$ cat src/rtl/pc_sequencer.sv
// rtl/pc_sequencer.sv - program counter sequencer with branch redirect, flush window and halt
module pc_sequencer (
  input  logic        clk,
  input  logic        rst,
  input  logic        stall,
  input  logic        halt,
  input  logic        br_valid,
  input  logic [1:0]  BS,
  input  logic        PS,
  input  logic        Z,
  input  logic [31:0] br_pc_1,
  input  logic [15:0] br_offset,
  input  logic [31:0] RAA,
  output logic [31:0] PC,
  output logic [31:0] PC_1,
  output logic        fetch_valid,
  output logic        flush,
  output logic        taken,
  output logic [15:0] taken_cnt,
  output logic [1:0]  state
);

  typedef enum logic [1:0] {
    RUN   = 2'd0,
    FLUSH = 2'd1,
    HALT  = 2'd2
  } state_t;

  state_t      state_q;
  logic        flush_cnt;
  logic [31:0] bra;
  logic [31:0] target;
  logic        redirect;
  logic        take;

  assign bra   = br_pc_1 + {{16{br_offset[15]}}, br_offset};
  assign PC_1  = PC + 32'd1;
  assign state = state_q;

  always_comb begin
    redirect = 1'b0;
    target   = bra;
    case (BS)
      2'b01:   redirect = PS ^ Z;
      2'b10: begin
        redirect = 1'b1;
        target   = RAA;
      end
      2'b11:   redirect = 1'b1;
      default: redirect = 1'b0;
    endcase
  end

  // Branches are only honoured in RUN; the unused encoding behaves as RUN.
  assign take = br_valid && redirect && (state_q != FLUSH) && (state_q != HALT);

  always_ff @(posedge clk) begin
    if (rst) begin
      PC          <= 32'd0;
      state_q     <= RUN;
      fetch_valid <= 1'b0;
      flush       <= 1'b0;
      taken       <= 1'b0;
      taken_cnt   <= 16'd0;
      flush_cnt   <= 1'b0;
    end else if (halt) begin
      state_q     <= HALT;
      fetch_valid <= 1'b0;
      flush       <= 1'b0;
      taken       <= 1'b0;
      flush_cnt   <= 1'b0;
    end else begin
      case (state_q)
        HALT: begin
          fetch_valid <= 1'b0;
          flush       <= 1'b0;
          taken       <= 1'b0;
        end
        FLUSH: begin
          fetch_valid <= 1'b1;
          taken       <= 1'b0;
          // A stall freezes both the PC and the flush window.
          if (!stall) begin
            PC <= PC + 32'd1;
            if (flush_cnt) begin
              state_q   <= RUN;
              flush     <= 1'b0;
              flush_cnt <= 1'b0;
            end else begin
              flush_cnt <= 1'b1;
            end
          end
        end
        default: begin
          fetch_valid <= 1'b1;
          if (take) begin
            PC        <= target;
            taken     <= 1'b1;
            state_q   <= FLUSH;
            flush     <= 1'b1;
            flush_cnt <= 1'b0;
            if (taken_cnt != 16'hFFFF) taken_cnt <= taken_cnt + 16'd1;
          end else begin
            taken <= 1'b0;
            if (!stall) PC <= PC + 32'd1;
          end
        end
      endcase
    end
  end

endmodule

$ cat config.mk
export PLATFORM = sky130hd
export DESIGN_NAME = pc_sequencer
export DESIGN_NICKNAME = d
export VERILOG_FILES = /design/src/rtl/pc_sequencer.sv
export SDC_FILE = /design/constraint.sdc
export NUM_CORES = 1
export LEC_CHECK = 0
export CAP_MARGIN = 10
export CORE_UTILIZATION = 48
export CTS_CLUSTER_DIAMETER = 30
export DETAILED_ROUTE_END_ITERATION = 8
export MAX_ROUTING_LAYER = met4
export PLACE_DENSITY_LB_ADDON = 0.2
export SLEW_MARGIN = 20
export SYNTH_ARGS = -nofsm -noshare
export SYNTH_HDL_FRONTEND = slang
export SYNTH_SLANG_ARGS = --single-unit
$ cat constraint.sdc
create_clock -name clk -period 3.64 [get_ports clk]
set_clock_uncertainty 0.05 [all_clocks]
set_input_delay 0.728 -clock clk [delete_from_list [all_inputs] [get_ports clk]]
set_output_delay 0.728 -clock clk [all_outputs]
set_load 0.05 [all_outputs]
-- Word-level counts from Yosys, hierarchy flattened
Cells that the tools add are included.
W data, S select, Z words.
- register bits after elaboration: 54
- output and inout bits: 85
- add/subtract/negate cells: 3
- equality and inequality tests: 13
- mux-type cells: 20
- bitwise logic cells: 4
- reductions and logical operators: 16
- operator list (operator ; number):
    $mux W32 ; 3
    $pmux W32 S2 ; 1
    $add A32 B1 Y32 const B ; 1
    $add A32 B32 Y32 ; 1
    $add A16 B1 Y16 const B ; 1
    $ne A16 B16 Y1 const B ; 1
    $reduce_and A4 Y1 ; 3
    $mux W1 ; 8
    $mux W2 ; 4
    $ne A2 B2 Y1 const B ; 4
    $eq A2 B2 Y1 const B ; 3
    $ne A3 B3 Y1 const B ; 2
    $pmux W1 S2 ; 3
    $reduce_and A3 Y1 ; 2
    $reduce_bool A3 Y1 ; 2
    $reduce_or A2 Y1 ; 3
    $eq A2 B1 Y1 const B ; 2
    $pmux W2 S2 ; 1
    $reduce_or A4 Y1 ; 1
    $logic_and A1 B1 Y1 ; 3
    $not A1 Y1 ; 3
    $ne A2 B1 Y1 const B ; 1
    $reduce_and A2 Y1 ; 1
    $reduce_bool A2 Y1 ; 1
    $xor A1 B1 Y1 ; 1

-- Depth between registers and ports, before layout
Gate-level depths: netlist of the first run.
- depth in word-level cells: 9
- gate-level depth with buffers: 12
- depth with buffers taken out: 10

-- Least setup slack after synthesis of the first run
No wires, ideal clock.
- path kind: reg2out
- from: register PC[10]
- to: output port PC_1[31]
- arrival time: 3.157 ns
- data required time: 2.862 ns
- path slack: -0.295 ns
- stages on the path, launching flop included: 8
- buffers on the path: 2
- cells stage by stage: dfxtp_1 buf_2 nand4_2 or4_1 buf_2 nor4_4 nand4_1 xnor2_1
- word-level cells in the longest chain between the ends: 1
- ends and longest elaborated chain (what ; line ; RTL):
    start: declaration ; 14 ; output logic [31:0] PC,
    start signal: assignment ; 84 ; PC <= PC + 32'd1;
    start signal: assignment ; 97 ; PC <= target;
    start signal: assignment ; 105 ; if (!stall) PC <= PC + 32'd1;
    $add A32 B1 Y32 ; 37 ; assign PC_1 = PC + 32'd1;
    end: declaration ; 15 ; output logic [31:0] PC_1,
Every way passes these cells.

-- Worst setup path after layout of the first run
- from: input port br_pc_1[1]
- to: register PC[25]
- word-level cells in the longest chain between the ends: 4
- ends and longest elaborated chain (what ; line ; RTL):
    start: declaration ; 11 ; input logic [31:0] br_pc_1,
    $add A32 B32 Y32 ; 36 ; assign bra = br_pc_1 + {{16{br_offset[15]}}, br_offset};
    $mux W32 ; 43 ; case (BS)
    $mux W32 ; 96 ; if (take) begin
    $pmux W32 S2 ; 73 ; case (state_q)
Every way passes these cells.
A chain may end at the register's enable or synchronous reset.

==> results of run 1 <==
[per-layer routing]
layer	wire length, um	vias up	GRT usage [%]
met3	1433	54	4.762
met2	9180	358	55.42
li1	-	3175	-
met1	8514	3125	44.42
met5	0	-	-
met4	565	0	12.36
[cells by family (layout without fill, tap and decap cells)]
logic type               Yosys count  count (layout)  share of synthesized area [%]
AND/OR/NAND/NOR                  299             299                          26.34
AO/OA/AOI/OAI                    232             232                          27.72
XOR/XNOR                          73              73                          11.74
buffers and inverters             66             245                          4.780
flip-flops                        54              54                          19.86
adder cells (fa/ha/maj)           36              36                          8.412
multiplexers                       6               6                          1.149
[state kept, by name, summed over array words and instances (netlist names)]
signal / flops
flush_cnt: 1
flush: 1
fetch_valid: 1
taken: 1
state: 2
PC: 32
taken_cnt: 16
[final cells by class]
cell class	count	area share, %
clock buffers	5	1.609
repair buffers	221	27.52
inverters	16	0.7724
clock inverters	3	0.3701
well taps	140	2.253
multi-input cells	646	53.56
flip-flops and latches	54	13.92
[worst max-delay path by stage]
stage / cells past startpoint / from / slack [ps] / to
detailed placement: 11 / br_pc_1[0] / -210 / PC[24]
floorplan: 7 / PC[10] / -10 / PC_1[31]
global placement: 11 / br_pc_1[0] / -130 / PC[24]
CTS: 5 / PC[5] / 80 / PC_1[15]
global route: 10 / br_pc_1[1] / -20 / PC[27]
finish: 10 / br_pc_1[1] / 110 / PC[25]
[metrics by stage]
step / total power [mW] / worst slack [ps] / hold WS, ps / cell area [um^2]
after floorplan: 1.235 / -14.77 / 437.6 / 5489
after global placement: 1.594 / -129.0 / 457.8 / 7601
after detailed placement: 1.612 / -209.0 / 476.9 / 7601
after CTS: 2.118 / 75.21 / 493.8 / 7755
after global routing: 2.230 / -15.51 / 509.9 / 7775
final: 2.133 / 107.9 / 492.2 / 7775
[power by group through the flow]
stage               combinational (mW)  clock [mW]  sequential, mW
floorplan                        0.501           0           0.733
global placement                 0.925           0           0.669
global route                      1.03       0.540           0.662
finish                           0.962       0.513           0.657
CTS                              0.948       0.514           0.656
detailed placement               0.943           0           0.669
[placed cells by master, fill, tap and decap left out, types with 18 or more instances in the layout]
cell type and n:
clkdlybuf4s50_1 152, o21ai_0 43, a211oi_1 18, nand4_1 22, nand2_1 79, nor3_1 24, ha_1 35, nand3_1 35
xor2_1 29, dfxtp_1 53, xnor2_1 38, buf_4 58, nor2_1 87, a21oi_1 73
[repair_timing]
action                                  in CTS  in global routing
resized for setup                            0                  7
endpoints found under the setup margin       0                 11
hold buffers                                 0                  0
[tightest hold or removal path: stages, from the launching register on]
cell and delay (ps):
dfxtp_1 320, mux2i_1 120, nor3_1 60
==> summary.md, run 1 <==
| Metric | Value |
|---|---|
| First-pass GRT wire length | `about 31 mm` |
| Synth Flop Type | `dfxtp_1` |
| Chip width | `approximately 110 um` |
| Outcome | `completed` |
| Area delta synth->final | `42.82%` |
| FF-to-FF setup slack | `930 ps` |
| Initial antenna violation count | `0` |
| Worst-Skew Late Latency | `300 ps` |
| Most frequent cell after synthesis | `nor2_1` |
| Rows | `38` |
| Final setup TNS | `0 ps` |
| CP arrival | `about 3700 ps` |
| Fin. Hold Viols | `0` |
| Synth Cell Area | `0.005444 mm^2` |
| Fillers | `900` |
| NetSw | `0.8511 mW` |
| WHS Endpoint | `flush` |
| Crit-path slowest cell | `a21oi_1` |
| FFs w/ async S/R, synth | `0%` |
| Register area | `0.001082 mm^2` |
| Clock transition at path regs | `80 ps` |
| CTS Root Cell | `clkbuf_16` |
| Post-layout nets | `1069` |
| Cell variety after synth | `a little over 70` |
| Worst Tran Pin Value | `567.3 ps` |
| Min-Delay Path Depth | `2` |
| Die span in y | `roughly 110 um` |
| RSZ-0062 raised after global routing | `yes` |
| Top cells by area, synth | `dfxtp_1, ha_1, xnor2_1` |
| Vias in the first global route | `6291` |
| Worst VDD drop | `228.6 uV` |
| Number of enable flip-flop cells after synthesis | `0` |
| Drt initial violations | `715` |
| Top-Level Pins | `approximately 170` |
| Comb pwr share | `45.1%` |
| Peak fanout along the critical path | `4` |
| Post-DRT Antenna Nets | `0` |
| Post-CTS setup buffers | `0` |
| Worst reg2reg path depth | `9` |
| Post-Synthesis Cells | `766` |
| Setup violators final | `0` |
| Inserted Clock Buffers | `5` |
| Sequential share of power | `between 30% and 40%` |
| Clock share of power | `between 20% and 30%` |
| Top Family by Delay on Critical Path | `compound AO/OA/AOI/OAI gates` |
| Die ar. | `between 0.01 and 0.015 mm^2` |
| Biggest area consumer among synthesized cells | `dfxtp_1` |
| Vias per cell | `6.186` |
| DP HPWL | `15.44 mm` |
| Core Footprint | `0.01094 mm^2` |
| HP Start | `flush` |
| Max_slew headroom | `62.04%` |
| WL per Instance | `18.15 um` |
| Syn Area/Cell | `7.107 um^2` |
| Register bit total from synthesis | `54` |
| Routed vias | `6712` |
| Fin util | `71.10%` |
| Initial Util | `49.78%` |
| Pins Over Slew Limit | `0` |
| Bufs and invs on worst path | `1` |
| DRC | `0` |
| Layout cells sized above 1 | `10.58%` |
| Ant diodes | `0` |
| Post-Synthesis Net Count | `891` |
| Overflow after GRT | `0` |
| Sw Ratio | `39.91%` |
| Internal power | `around 1.3 mW` |
| Reg2reg start | `PC[5]` |
| HP Class | `register to register` |
| Leakage power | `between 3 and 4 nW` |
| Top post-synthesis cells by count | `nor2_1, nand2_1, a21oi_1` |
| Post-Layout Cell Count | `1085` |
| TritonCTS clock tree | `yes` |
| Drt total wl | `19.69 mm` |
| RD Place Congestion | `1.034` |
| Endpoint class of the critical path | `register` |
| Startpoint types | `primary input` |
| Max clock buf depth | `2` |
| Sequential fraction of the synthesis area | `between 10% and 20%` |
| Final worst path period need | `3532 ps` |
| Pin count of the biggest net entering global routing | `29` |
| Dpl cells | `1077` |
| Gr usage total | `34.65%` |
| DRT Pass-1 Iters | `7` |
| Synthesis warning total | `0` |
| Critical Setup Path Class | `primary input to register` |
| Reg2Reg Capture Point | `PC[29]` |
| H-tree depth | `2` |
| Clock Sinks | `54` |
| Max stage delay on crit path | `roughly 490 ps` |
| Port bufs | `173` |
| Cell Chain, Critical Path | `clkdlybuf4s50_1 -> ha_1 -> a211oi_1 -> o21ai_0 -> nand3_1 -> a21oi_1 -> nor2_1 -> o41ai_1 -> xnor2_1 -> a31oi_1` |
| Required time of the worst setup path | `3780 ps` |
| Area occupied by multi-input gates | `0.004164 mm^2` |
| Pwr/cell area | `274.3 mW/mm^2` |
| Top cell type's share of synthesized area | `around a fifth` |
| Max Cap Viol | `0` |
| Fmax | `283.1 MHz` |
| Fin crit share | `97.04%` |
(Power assumes the default switching activity.)
==> inputs of run 2 (changes only) <==
- CORE_UTILIZATION: 48 -> 25
- MAX_ROUTING_LAYER: met4 -> default
==> run 2 against run 1 <==
Total power rose by 1.7%. Clock-buffer cell count rose by 1. Sequential power shrank 0.8%. Sequential cell count unchanged. Non-clock buffer count grew 23. Die area rose by 90%. Critical path depth decreased by 2. Critical path type is now register to output port. Wire length up 9.7%.
==> summary.md, run 2 (same netlist as run 1, synthesis figures left out) <==
| Metric | Value |
|---|---|
| Outcome | `completed` |
| Port bufs | `173` |
| Clock transition at path regs | `80 ps` |
| Peak fanout along the critical path | `7` |
| Fmax | `281.9 MHz` |
| Required time of the worst setup path | `2860 ps` |
| Clock Sinks | `54` |
| Fin util | `38.74%` |
| Vias in the first global route | `6065` |
| Final setup TNS | `0 ps` |
| Drt initial violations | `491` |
| RSZ-0062 raised after global routing | `no` |
| Pins Over Slew Limit | `0` |
| Worst VDD drop | `152.5 uV` |
| Pwr/cell area | `around 260 mW/mm^2` |
| Drt total wl | `21.60 mm` |
| Critical Setup Path Class | `register to output port` |
| Post-DRT Antenna Nets | `0` |
| Most frequent cells in the layout | `clkdlybuf4s50_1, nor2_1, nand2_1` |
| Startpoint types | `register` |
| CP arrival | `between 2000 and 3000 ps` |
| DRC | `0` |
| Cell Chain, Critical Path | `nand4_2 -> or4_1 -> nor3_2 -> nand2_1 -> nor2_1 -> nand3_1 -> xnor2_2 -> buf_12` |
| Max_slew headroom | `between 50% and 60%` |
| Post-layout nets | `1092` |
| Top Family by Delay on Critical Path | `simple AND/OR/NAND/NOR gates` |
| DRT Pass-1 Iters | `5` |
| Leakage power | `3.159 nW` |
| Max Cap Viol | `0` |
| Chip width | `149.6 um` |
| Die ar. | `~0.022 mm^2` |
| Initial antenna violation count | `0` |
| Endpoint class of the critical path | `output port` |
| Vias per cell | `~5.2` |
| Final worst path period need | `around 3500 ps` |
| Area delta synth->final | `50.54%` |
| Initial Util | `25.73%` |
| Met3 global-route usage | `3.659%` |
| Gr usage total | `19.01%` |
| Die span in y | `149.6 um` |
| GRT busiest layer | `met2` |
| GR Util met2 | `a little under a third` |
| Top-Level Pins | `174` |
| Fillers | `2201` |
| Max clock buf depth | `2` |
| Overflow after GRT | `0` |
| Crit-path slowest cell | `or4_1` |
| GR Layer Usage met1 | `approximately a quarter` |
| Max stage delay on crit path | `roughly 630 ps` |
| HP Class | `register to register` |
| Top reg by flops | `PC` |
| Layout cells sized above 1 | `13.12%` |
| First-pass GRT wire length | `33.24 mm` |
| Routed vias | `6463` |
| Inserted Clock Buffers | `5` |
| Rows | `53` |
| Bufs and invs on worst path | `1` |
| RD Place Congestion | `0.8377` |
| DP HPWL | `approximately 17 mm` |
| Max reg flops | `32` |
| TritonCTS clock tree | `yes` |
| Setup violators final | `0` |
| Fin crit share | `97.45%` |
| Fin. Hold Viols | `0` |
| Ant diodes | `0` |
| Worst-Skew Late Latency | `300 ps` |
| Commonest non-fill, non-tap cell in the layout | `clkdlybuf4s50_1` |
| WL per Instance | `about 17 um` |
| CTS Root Cell | `clkbuf_16` |
| Core Footprint | `0.02115 mm^2` |
| Worst Tran Pin Value | `667.5 ps` |
| H-tree depth | `2` |
| Pin count of the biggest net entering global routing | `48` |
-- run 2: cell types whose count changed in the layout (fill, tap and decap cells not counted), sizes merged --
cell,change
dlymetal6s2s,-3
buf,+26
clkbuf,+1
inv,-2
clkinv,+1
-- run 2: report_power, final --
group | switching (mW) | total (mW) | internal (mW)
logic | 0.567 | 0.999 | 0.432
registers | 0.0379 | 0.652 | 0.614
clock network | 0.241 | 0.518 | 0.277
-- run 2: what timing repair did --
| item | in CTS | in global routing |
|---|---|---|
| endpoints found under the setup margin | 0 | 8 |
| buffers inserted | 0 | 2 |
| hold buffers | 0 | 0 |
| resized for setup | 0 | 4 |
-- run 2: worst paths after layout --
path | cells after the start | from | to | slack [ps]
max | 8 | PC[11] | PC_1[30] | 90
max reg2reg | 10 | PC[0] | PC[28] | 930
min reg2reg | 2 | flush_cnt | flush_cnt | 490
min | 2 | flush_cnt | flush_cnt | 490
-- run 2: final cells by class --
class | instances | area [um^2] | area share [%]
Multi-Input combinational cell | 646 | 4169 | 50.87
Sequential cell | 54 | 1081 | 13.19
Inverter | 16 | 60.06 | 0.7328
Clock inverter | 2 | 17.52 | 0.2137
Clock buffer | 6 | 138.9 | 1.695
Tap cell | 275 | 344.1 | 4.198
Timing Repair Buffer | 244 | 2385 | 29.10
-- run 2: through the flow --
| step | total power, mW | setup WS (ps) | cell area (um^2) | cells | hold slack, ps |
|---|---|---|---|---|---|
| after floorplan | 1.235 | -14.77 | 5489 | 766 | 437.6 |
| after global placement | 1.660 | -173.9 | 8010 | 1233 | 465.7 |
| after detailed placement | 1.659 | -206.1 | 8010 | 1233 | 473.2 |
| after CTS | 2.176 | 62.33 | 8167 | 1241 | 484.4 |
| after global routing | 2.280 | 11.66 | 8195 | 1243 | 523.6 |
| final | 2.170 | 92.94 | 8195 | 1243 | 490.0 |
-- run 2: metal layers --
layer,up-vias,routed length [um]
met4,0,421
met5,-,0
met1,3012,9842
met3,20,1482
met2,214,9850
li1,3217,-
-- run 2: worst reg2reg max path: cells and delay by family, from the launching register on --
kind,cells,cell delay [ps]
simple gates,4,950
compound gates,4,750
flops,1,480
fa+ha+maj,1,210
buf+inv,1,200
==> inputs of run 3 (changes only) <==
- CORE_UTILIZATION: 25 -> 30
==> run 3 against run 2 <==
Register-to-register slack worse by 20 ps. Highest routed layer unchanged. Global-route usage up 2.6 points. Combinational power down 2.1%. Critical path depth down 3. Maximum frequency up 2.6%. Die area down 16%. Sequential share of layout area up 0.23 points. Clock power up 13%.
==> summary.md, run 3 (same netlist as run 1, synthesis figures left out) <==
| Metric | Value |
|---|---|
| Post-Layout Cell Count | `1182` |
| Most frequent cells in the layout | `clkdlybuf4s50_1, nor2_1, nand2_1` |
| PnR worst setup slack | `182.0 ps` |
| Ant diodes | `0` |
| First-pass GRT wire length | `31.46 mm` |
| Fillers | `~1800` |
| GR Layer Usage met1 | `29.65%` |
| Outcome | `completed` |
| Max Cap Viol | `0` |
| Drt total wl | `20.19 mm` |
| Pin count of the biggest net entering global routing | `44` |
| Reg2reg start | `PC[0]` |
| Max reg flops | `32` |
| Max clock buf depth | `2` |
| CP arrival | `2680 ps` |
| Worst-Skew Late Latency | `just over 300 ps` |
| Final worst path period need | `3458 ps` |
| GRT busiest layer | `met2` |
| Rows | `48` |
| Fin. Hold Viols | `0` |
| Post-DRT Antenna Nets | `0` |
| DRT Pass-1 Iters | `5` |
| Worst VDD drop | `roughly 160 uV` |
| Fin util | `a little under half` |
| DP HPWL | `16.03 mm` |
| DRC | `0` |
| Die ar. | `0.01869 mm^2` |
| Clock transition at path regs | `80 ps` |
| FF-to-FF setup slack | `910 ps` |
| RSZ-0062 raised after global routing | `no` |
| H-tree depth | `2` |
| Met3 global-route usage | `4.333%` |
| Reg2Reg Capture Point | `PC[28]` |
| CTS Root Cell | `clkbuf_16` |
| Max_slew headroom | `53.20%` |
| DP Area | `0.007860 mm^2` |
| Startpoint types | `register` |
| Endpoint class of the critical path | `output port` |
| Pre-CTS setup slack | `-231.7 ps` |
| Fmax | `between 200 and 300 MHz` |
| Routed vias | `6429` |
| Port bufs | `approximately 170` |
| RD Place Congestion | `0.8433` |
| WL per Instance | `17.08 um` |
| Area delta synth->final | `48.01%` |
| Vias per cell | `5.439` |
| Setup violators final | `0` |
| Vias in the first global route | `5915` |
| Critical Setup Path Class | `register to output port` |
| Worst reg2reg path depth | `10` |
| TritonCTS clock tree | `yes` |
| Top-Level Pins | `174` |
| Setup crit start | `PC[6]` |
| Initial antenna violation count | `0` |
| Peak fanout along the critical path | `7` |
| Core Footprint | `about 0.018 mm^2` |
| Top reg by flops | `PC` |
| Pwr/cell area | `around 270 mW/mm^2` |
| CP endpoint | `PC_1[13]` |
| Chip width | `~140 um` |
| GR Util met2 | `34.15%` |
| Commonest non-fill, non-tap cell in the layout | `clkdlybuf4s50_1` |
| Overflow after GRT | `0` |
| Worst Tran Pin Value | `694.7 ps` |
| Layout cells sized above 1 | `between 10% and 20%` |
| Design area | `0.008058 mm^2` |
| Post-layout nets | `1081` |
| Fin crit share | `95.00%` |
| Gr usage total | `21.60%` |
| HP Class | `register to register` |
| Required time of the worst setup path | `2860 ps` |
| Inserted Clock Buffers | `5` |
| Clock Sinks | `54` |
| Pins Over Slew Limit | `0` |
| Final setup TNS | `0 ps` |
| Die span in y | `136.7 um` |
| Leakage power | `between 3 and 4 nW` |
| Initial Util | `31.04%` |
| Drt initial violations | `501` |
| Dpl cells | `1174` |
==> run 3: how the worst min path moves through the flow <==
| stage | slack, ps | startpoint | cells past startpoint | to |
|---|---|---|---|---|
| 4_1_cts | 490 | state[0] | 2 | state[0] |
| 6_report | 480 | state[0] | 2 | state[0] |
| 3_3_place_gp | 470 | flush | 2 | flush |
| 2_1_floorplan | 440 | flush_cnt | 2 | flush_cnt |
| 5_1_grt | 520 | taken_cnt[1] | 2 | taken_cnt[1] |
| 3_5_place_dp | 470 | taken_cnt[14] | 2 | taken_cnt[14] |
==> run 3: power by group <==
group | switching, mW | internal, mW | total [mW]
registers | 0.0360 | 0.614 | 0.650
logic | 0.560 | 0.418 | 0.978
clock network | 0.256 | 0.329 | 0.585
total | 0.851 | 1.36 | 2.21
==> run 3: timing repair <==
action | 4_1_cts | 5_1_grt
hold buffers | 0 | 0
gates resized for setup | 0 | 7
setup endpoints to repair | 0 | 12
buffers inserted | 0 | 0
==> run 3: stage by stage <==
stage,hold slack [ps],power [mW]
floorplan,437.6,1.235
global placement,468.9,1.632
detailed placement,472.0,1.633
CTS,485.9,2.217
global route,523.6,2.323
finish,479.9,2.213
==> run 3: critical path: stages, from the launching register on <==
cell and delay, ps:
dfxtp_1 410, and4_1 360, nand3_1 310, nor2_1 220
xnor2_1 200, clkdlybuf4s50_1 870
==> run 3: metal layers <==
| metal | vias to the layer above | share of wire, % | wire length [um] |
|---|---|---|---|
| met3 | 30 | 7.1 | 1435 |
| met5 | - | 0 | 0 |
| li1 | 3200 | - | - |
| met2 | 245 | 45 | 8997 |
| met4 | 0 | 2.1 | 416 |
| met1 | 2954 | 46 | 9344 |
==> run 3: layout make-up <==
cell class	instances	area, um^2	share of cell area [%]
Clock inverter	3	47.55	0.5901
Multi-Input combinational cell	646	4178	51.85
Clock buffer	5	125.1	1.553
Timing Repair Buffer	233	2285	28.35
Sequential cell	54	1081	13.42
Inverter	16	60.06	0.7453
Tap cell	225	281.5	3.494
